## src/rtl/asip_control_unit_if.sv

```systemverilog
// asip_control_unit_if: fetch, data-memory and MODEX handshake bundle of the ASIP core
//   imem_addr/imem_rdata : instruction ROM address (pc) and combinational read data
//   dmem_req/dmem_we     : data memory request (held until ack) and store/load select
//   dmem_ack             : data memory acknowledge
//   mdr_we               : capture load data into the memory data register
//   modex_start/done     : MODEX coprocessor start pulse and completion
interface asip_control_unit_if #(
    parameter int ARQ = 16,
    parameter int AW  = 13
);
    logic [AW-1:0]  imem_addr;
    logic [ARQ-1:0] imem_rdata;
    logic           dmem_req;
    logic           dmem_we;
    logic           dmem_ack;
    logic           mdr_we;
    logic           modex_start;
    logic           modex_done;

    modport master (
        output imem_addr, dmem_req, dmem_we, mdr_we, modex_start,
        input  imem_rdata, dmem_ack, modex_done
    );

    modport slave (
        input  imem_addr, dmem_req, dmem_we, mdr_we, modex_start,
        output imem_rdata, dmem_ack, modex_done
    );
endinterface

```

## src/rtl/asip_control_unit.sv

```systemverilog
// asip_control_unit: multi-cycle fetch/decode/execute/writeback sequencer of the RSA ASIP core
//   clk, rst      : core clock, synchronous active-high reset
//   start         : begin a run from pc=0 (IDLE/DONE only)
//   bus           : instruction fetch, data memory and MODEX handshakes (master side)
//   ir            : instruction register, feeds the decoder
//   alu_eq        : src1 == src2 compare result, latched by CMPEQ
//   rf_we, wb_sel : register-file write pulse and writeback source (0 imm, 1 add, 2 modex, 3 mdr)
//   busy/done/err : running / finished / timed out (err sticky until rst)
module asip_control_unit #(
    parameter int ARQ      = 16,
    parameter int AW       = 13,
    parameter int PROG_LEN = 8191,
    parameter int TIMEOUT  = 1023
) (
    input  logic                 clk,
    input  logic                 rst,
    input  logic                 start,
    asip_control_unit_if.master  bus,
    output logic [ARQ-1:0]       ir,
    input  logic                 alu_eq,
    output logic                 rf_we,
    output logic [1:0]           wb_sel,
    output logic                 busy,
    output logic                 done,
    output logic                 err
);
    localparam int CW = $clog2(TIMEOUT + 1);

    localparam logic [2:0] OP_SET   = 3'b000;
    localparam logic [2:0] OP_LDPX  = 3'b001;
    localparam logic [2:0] OP_MODEX = 3'b010;
    localparam logic [2:0] OP_STPX  = 3'b011;
    localparam logic [2:0] OP_CMPEQ = 3'b100;
    localparam logic [2:0] OP_JEQ   = 3'b101;
    localparam logic [2:0] OP_J     = 3'b110;
    localparam logic [2:0] OP_ADD   = 3'b111;

    typedef enum logic [3:0] {IDLE, FETCH, DECODE, EXEC, MEMW, MODW, WB, DONE, ERR} state_t;

    state_t          state_q;
    logic [AW-1:0]   pc_q;
    logic [ARQ-1:0]  ir_q;
    logic            flag_q;
    logic [CW-1:0]   cnt_q;
    logic            rf_we_q, req_q, we_q, mstart_q, busy_q, done_q, err_q;
    logic [1:0]      wb_sel_q;

    logic [2:0]      op;
    logic [AW-1:0]   tgt;
    logic            expired;

    assign op      = ir_q[ARQ-1 -: 3];
    assign tgt     = ir_q[AW-1:0];
    assign expired = cnt_q == CW'(TIMEOUT - 1);

    always_ff @(posedge clk) begin
        if (rst) begin
            state_q  <= IDLE;
            pc_q     <= '0;
            ir_q     <= '0;
            flag_q   <= 1'b0;
            cnt_q    <= '0;
            rf_we_q  <= 1'b0;
            wb_sel_q <= 2'd0;
            req_q    <= 1'b0;
            we_q     <= 1'b0;
            mstart_q <= 1'b0;
            busy_q   <= 1'b0;
            done_q   <= 1'b0;
            err_q    <= 1'b0;
        end else begin
            rf_we_q  <= 1'b0;
            mstart_q <= 1'b0;
            case (state_q)
                IDLE, DONE: begin
                    if (start) begin
                        pc_q    <= '0;
                        flag_q  <= 1'b0;
                        busy_q  <= 1'b1;
                        done_q  <= 1'b0;
                        state_q <= FETCH;
                    end
                end
                FETCH: begin
                    if (pc_q == AW'(PROG_LEN)) begin
                        busy_q  <= 1'b0;
                        done_q  <= 1'b1;
                        state_q <= DONE;
                    end else begin
                        ir_q    <= bus.imem_rdata;
                        pc_q    <= pc_q + AW'(1);
                        state_q <= DECODE;
                    end
                end
                DECODE: begin
                    // start pulse is registered here so it is high during the EXEC cycle
                    mstart_q <= op == OP_MODEX;
                    state_q  <= EXEC;
                end
                EXEC: begin
                    case (op)
                        OP_SET, OP_ADD: begin
                            rf_we_q  <= 1'b1;
                            wb_sel_q <= (op == OP_ADD) ? 2'd1 : 2'd0;
                            state_q  <= WB;
                        end
                        OP_CMPEQ: begin
                            flag_q  <= alu_eq;
                            state_q <= FETCH;
                        end
                        OP_J: begin
                            pc_q    <= tgt;
                            state_q <= FETCH;
                        end
                        OP_JEQ: begin
                            if (flag_q) pc_q <= tgt;
                            state_q <= FETCH;
                        end
                        OP_LDPX, OP_STPX: begin
                            req_q   <= 1'b1;
                            we_q    <= op[1];
                            cnt_q   <= '0;
                            state_q <= MEMW;
                        end
                        default: begin
                            cnt_q   <= '0;
                            state_q <= MODW;
                        end
                    endcase
                end
                MEMW: begin
                    if (bus.dmem_ack) begin
                        req_q <= 1'b0;
                        if (we_q) begin
                            state_q <= FETCH;
                        end else begin
                            rf_we_q  <= 1'b1;
                            wb_sel_q <= 2'd3;
                            state_q  <= WB;
                        end
                    end else if (expired) begin
                        req_q   <= 1'b0;
                        busy_q  <= 1'b0;
                        err_q   <= 1'b1;
                        state_q <= ERR;
                    end else begin
                        cnt_q <= cnt_q + 1'b1;
                    end
                end
                MODW: begin
                    if (bus.modex_done) begin
                        rf_we_q  <= 1'b1;
                        wb_sel_q <= 2'd2;
                        state_q  <= WB;
                    end else if (expired) begin
                        busy_q  <= 1'b0;
                        err_q   <= 1'b1;
                        state_q <= ERR;
                    end else begin
                        cnt_q <= cnt_q + 1'b1;
                    end
                end
                WB: state_q <= FETCH;
                ERR: state_q <= ERR;
                default: state_q <= IDLE;
            endcase
        end
    end

    assign bus.imem_addr   = pc_q;
    assign bus.dmem_req    = req_q;
    assign bus.dmem_we     = we_q;
    assign bus.modex_start = mstart_q;
    // load data is captured in the very cycle the memory acknowledges
    assign bus.mdr_we      = (state_q == MEMW) && !we_q && bus.dmem_ack;
    assign ir              = ir_q;
    assign rf_we           = rf_we_q;
    assign wb_sel          = wb_sel_q;
    assign busy            = busy_q;
    assign done            = done_q;
    assign err             = err_q;
endmodule

```

## src/flat_wrapper.sv

```systemverilog
// flat-port wrapper written by rule: the top's interface ports become plain ports
module asip_control_unit_flat 
#(
    parameter int ARQ      = 16,
    parameter int AW       = 13,
    parameter int PROG_LEN = 8191,
    parameter int TIMEOUT  = 1023
)
  (clk, rst, start, ir, alu_eq, rf_we, wb_sel, busy, done, err, bus_imem_addr, bus_dmem_req, bus_dmem_we, bus_mdr_we, bus_modex_start, bus_imem_rdata, bus_dmem_ack, bus_modex_done);
  asip_control_unit_if #(.ARQ(ARQ), .AW(AW)) bus_i ();
  input  logic clk;
  input  logic rst;
  input  logic start;
  output logic [ARQ-1:0] ir;
  input  logic alu_eq;
  output logic rf_we;
  output logic [1:0] wb_sel;
  output logic busy;
  output logic done;
  output logic err;
  output wire logic [$bits(bus_i.imem_addr)-1:0] bus_imem_addr;
  output wire logic [$bits(bus_i.dmem_req)-1:0] bus_dmem_req;
  output wire logic [$bits(bus_i.dmem_we)-1:0] bus_dmem_we;
  output wire logic [$bits(bus_i.mdr_we)-1:0] bus_mdr_we;
  output wire logic [$bits(bus_i.modex_start)-1:0] bus_modex_start;
  input wire logic [$bits(bus_i.imem_rdata)-1:0] bus_imem_rdata;
  input wire logic [$bits(bus_i.dmem_ack)-1:0] bus_dmem_ack;
  input wire logic [$bits(bus_i.modex_done)-1:0] bus_modex_done;
  assign bus_imem_addr = bus_i.imem_addr;
  assign bus_dmem_req = bus_i.dmem_req;
  assign bus_dmem_we = bus_i.dmem_we;
  assign bus_mdr_we = bus_i.mdr_we;
  assign bus_modex_start = bus_i.modex_start;
  assign bus_i.imem_rdata = bus_imem_rdata;
  assign bus_i.dmem_ack = bus_dmem_ack;
  assign bus_i.modex_done = bus_modex_done;
  asip_control_unit #(.ARQ(ARQ), .AW(AW), .PROG_LEN(PROG_LEN), .TIMEOUT(TIMEOUT)) u_core (.clk(clk), .rst(rst), .start(start), .bus(bus_i), .ir(ir), .alu_eq(alu_eq), .rf_we(rf_we), .wb_sel(wb_sel), .busy(busy), .done(done), .err(err));
endmodule
```

## config.mk

```make
export PLATFORM = sky130hd
export DESIGN_NAME = asip_control_unit_flat
export DESIGN_NICKNAME = d
export VERILOG_FILES = /design/src/rtl/asip_control_unit_if.sv /design/src/rtl/asip_control_unit.sv /design/src/flat_wrapper.sv
export SDC_FILE = /design/constraint.sdc
export NUM_CORES = 1
export LEC_CHECK = 0
export CAP_MARGIN = 25
export CORE_UTILIZATION = 54
export CTS_CLUSTER_DIAMETER = 40
export DETAILED_ROUTE_END_ITERATION = 12
export GPL_TIMING_DRIVEN = 0
export HOLD_SLACK_MARGIN = 0.02
export PLACE_DENSITY = 0.85
export SLEW_MARGIN = 20
export SYNTH_ARGS = -nofsm -noshare
export SYNTH_HDL_FRONTEND = slang
export SYNTH_SLANG_ARGS = --single-unit
```

## constraint.sdc

```tcl
create_clock -name clk -period 5.7 [get_ports clk]
set_input_delay 1.14 -clock clk [delete_from_list [all_inputs] [get_ports clk]]
set_output_delay 1.14 -clock clk [all_outputs]
set_load 0.02 [all_outputs]
```

---- After elaboration in Yosys (flattened, before gate mapping) ----
Index checks and enable logic that the tools add are counted.
operators by class
  bitwise logic cells ..................... 2
  reduce and logical (&&, ||, !) cells .... 28
  equal/unequal tests ..................... 32
  add/subtract/negate cells ............... 2
  multiplexer cells ....................... 48
operator list
  kind                     count
  $mux W10                 4
  $mux W13                 3
  $pmux W13 S3             1
  $pmux W4 S8              1
  $pmux W10 S3             1
  $pmux W13 S2             1
  $ne A2 B2 Y1 const B     11
  $mux W1                  19
  $eq A4 B3 Y1 const B     4
  $mux W4                  4
  $reduce_and A5 Y1        3
  $add A13 B1 Y13 const B  1
  $eq A13 B13 Y1 const B   1
  $eq A3 B3 Y1 const B     4
  $reduce_and A3 Y1        4
  $add A10 B1 Y10 const B  1
  $eq A10 B10 Y1 const B   1
  $ne A3 B2 Y1 const B     3
  $pmux W3 S3              1
  $eq A4 B2 Y1 const B     2
  $mux W2                  4
  $pmux W1 S2              4
  $reduce_bool A2 Y1       4
  $reduce_or A2 Y1         4
  20 further kinds         26
storage, ports and cells
  flip-flop bits (word level) ............. 53

---- Logic depth before layout (Yosys ltp) ----
  word-level depth ........................ 4
  depth in mapped cells ................... 8
  depth with buffers taken out ............ 7

---- Worst setup path after synthesis ----
OpenSTA, ideal clock, no wires.
  path kind ............................... input to output
  start ................................... input bus_dmem_ack
  end ..................................... output bus_mdr_we
  setup slack ............................. 2,827 ps
  buffers on the path ..................... 0
  arrival ................................. 1,733 ps
  required time ........................... 4,560 ps
  stages on the path ...................... 2
  path through ............................ nand2b_1 -> nor3_1
on the way
  cells in the longest elaborated chain, start to end .. 1
RTL lines
  what                 RTL line                  RTL
  start, declared      flat_wrapper.sv:27        input wire logic [$bits(bus_i.dmem_ack)-1:0] bus_dmem_ack;
  $logic_and A1 B1 Y1  asip_control_unit.sv:175  assign bus.mdr_we = (state_q == MEMW) && !we_q && bus.dmem_ack;
  end, declared        flat_wrapper.sv:24        output wire logic [$bits(bus_i.mdr_we)-1:0] bus_mdr_we;
No other way between the ends.

---- Worst setup path after layout ----
Ends and elaborated chain as after synthesis.

==> out/metrics.yaml <==
cap_violations: 0
layout.cells.most_common_list: "clkdlybuf4s50_1 (59), dfxtp_1 (53), nor2_1 (47)"
post-cts-setup-buffers: 0
setup_viol: 0
rsz0062_at_grt: "false"
relSlewSlack: 0.3415
die-area_um2: 5442
critPathMaxFanout: 7
synthCells: 330
worst_slack_ps: 1984
drive_above_1_share: 0.07053
synth.distinct_cells: 62
cts_tree: "done"
cts_made_buffers: 5
ys_ff_latch: 53
ys_dominant_reg_cell: "dfxtp_1"
globalplace.congestion: 0.9175
fmax_ghz: 0.2691
hold_class: "flop to flop"
antenna_found_initial: 0
gr-usage-met1: 0.4271
dr.pass1.iters: 4
dp_hpwl_um: 5663
die_x_um: 73.77
num-nets-final: 421
syn2layout_area_growth_pct: 27.71
initial_core_util: 0.5737
cp-startpoint: "bus_dmem_ack"
layout_commonest_cell: "clkdlybuf4s50_1"
grt_pass1_vias: 2627
async_flop_share: 0
seq_area_frac_synth: 0.3815
ant_nets: 0
drcViolationCount: 0
grtUsageTotal: 0.3086
syn-cell-area_um2: 2781
drt-total-wl_um: 7847
drt-wirelength-per-cell_um: 16.91
fin_hold_ws_ps: 489.2
critical_path.most_common_cell: "clkdlybuf4s50_1"
port_buffers: 59
htreeDepth: 2
min-delay-start: "u_core.err"
worstPathRequired_ps: 4560
postLayoutCellArea_um2: 3552
top_usage_layer: "met2"
grt_max_degree: 17
p_leak_nw: 1.254
cp_top_family: "buffers and inverters"
synth.avg_cell_area_um2: 8.429
p_per_area_nw_per_um2: 409.9
endpoint_kind: "output pin"
clk_path_buf_depth: 2
placed_area_um2: 3456
max_stage_delay_ps: 630
post-route-period-util: 0.6518
worst_pin_slew_ps: 983.2
skew_ps: 8.517
grt_overflow: 0
chipHeight_um: 73.77
path_buf_inv: 2
cts-root-buf: "clkbuf_8"
synth-edff-count: 0
worstSetupStartpointType: "input pin"
grt_pass1_wl_um: 12720
clock-sinks: 53
routed_via_density: 6.168
hold_buffers: 0
ir_drop_v: 0.0002759
cpMaxStageDelayCell: "clkdlybuf4s50_1"
finalSetupTns_ps: 0
gr-usage-met3: 0.05898
ys_warn_count: 0
ctsResizeCount: 0
clk_pin_slew_ps: 100
crit_chain: "clkdlybuf4s50_1 -> nand2b_1 -> nor3_1 -> clkdlybuf4s50_1"
finalPower_mw: 1.456
cp.arrival_ps: 2580
drtIter0Drc: 278
place_ws_ps: 1996
finalHoldViolCount: 0
use_met2: 0.4822
clk_latency_ps: 300
path_class: "input pin to output pin"
status: "finished, final reports clean"
io_pins: 61
rows: 25
syn_nets: 355
core_um2: 4848
reg2reg_from: "u_core.bus.imem_addr[0]"
route.vias.total: 2862
min_period_ps: 3716
slew_viol_final: 0
antenna_cells: 0
[cell families (layout without fill, tap and decap cells)]
group	Yosys count	count (layout)	share of synthesized area
and+or+nand+nor	133	133	0.2461
AOI/OAI and AO/OA	85	85	0.2177
DFF	53	53	0.3815
buffers and inverters	29	96	0.04813
muxes	18	18	0.06478
xor gates and xnor gates	9	9	0.02834
adders and majority gates	3	3	0.01350
[synth_stat cells (all sizes together), types with 8 or more instances]
library cell  instances  area share
clkbuf                8       0.011
dfxtp                53        0.38
nand3                14       0.025
a31oi                10       0.025
inv                  10       0.013
nand2                24       0.033
o21ai                11       0.020
nor3                 11       0.022
nor2                 47       0.063
mux2i                18       0.065
buf                  11       0.024
a21oi                18       0.034
xnor2                 8       0.025
[metrics by stage]
stage          std cells  utilization
2_1_floorplan        330            -
3_3_place_gp         456       0.7128
3_5_place_dp         456       0.7128
4_1_cts              464       0.7326
5_1_grt              464       0.7326
6_report             464       0.7326
[report_power, final]
part           internal [mW]  switching (mW)  total (mW)  leakage (nW)
logic                  0.300           0.439       0.738         0.773
registers              0.433          0.0600       0.493         0.430
clock network         0.0988           0.126       0.225        0.0512
[worst paths after layout]
check / end / slack, ps / depth (start not counted)
max reg2reg: u_core.bus.imem_addr[7] / 3370 / 7
min: u_core.err / 490 / 2
min reg2reg: u_core.err / 490 / 2
max: bus_mdr_we / 1980 / 4
[routing by layer]
layer  up-vias  wire length (um)
li1       1360                 -
met1      1357              3461
met2       131              3675
met3        14               579
met4         0               131
met5         -                 0
[worst register-to-register path: stages, from the launching register on]
cell and delay (ps):
dfxtp_1 440, ha_1 260, nand4_2 230, nor4_4 450, a31o_2 310, nor2_1 80, buf_2 200, a32o_1 260
[registers in the layout (all words and copies together) (netlist names)]
signal and cells:
u_core.ir 16, u_core.rf_we 1, u_core.bus.dmem_we 1, u_core.cnt_q 10, u_core.bus.modex_start 1, u_core.bus.imem_addr 13
u_core.flag_q 1, u_core.busy 1, u_core.bus.dmem_req 1, u_core.state_q 4, u_core.wb_sel 2, u_core.done 1
u_core.err 1
[layout make-up]
class | count | area, um2
Inverter | 10 | 37.54
Tap cell | 67 | 83.83
Clock buffer | 6 | 82.58
Buffer | 19 | 96.34
Clock inverter | 2 | 13.76
Timing Repair Buffer | 59 | 590.6
Sequential cell | 53 | 1061
Fill cell | 399 | 1296
Multi-Input combinational cell | 248 | 1587
No activity file was read; power rests on OpenSTA's default activity.
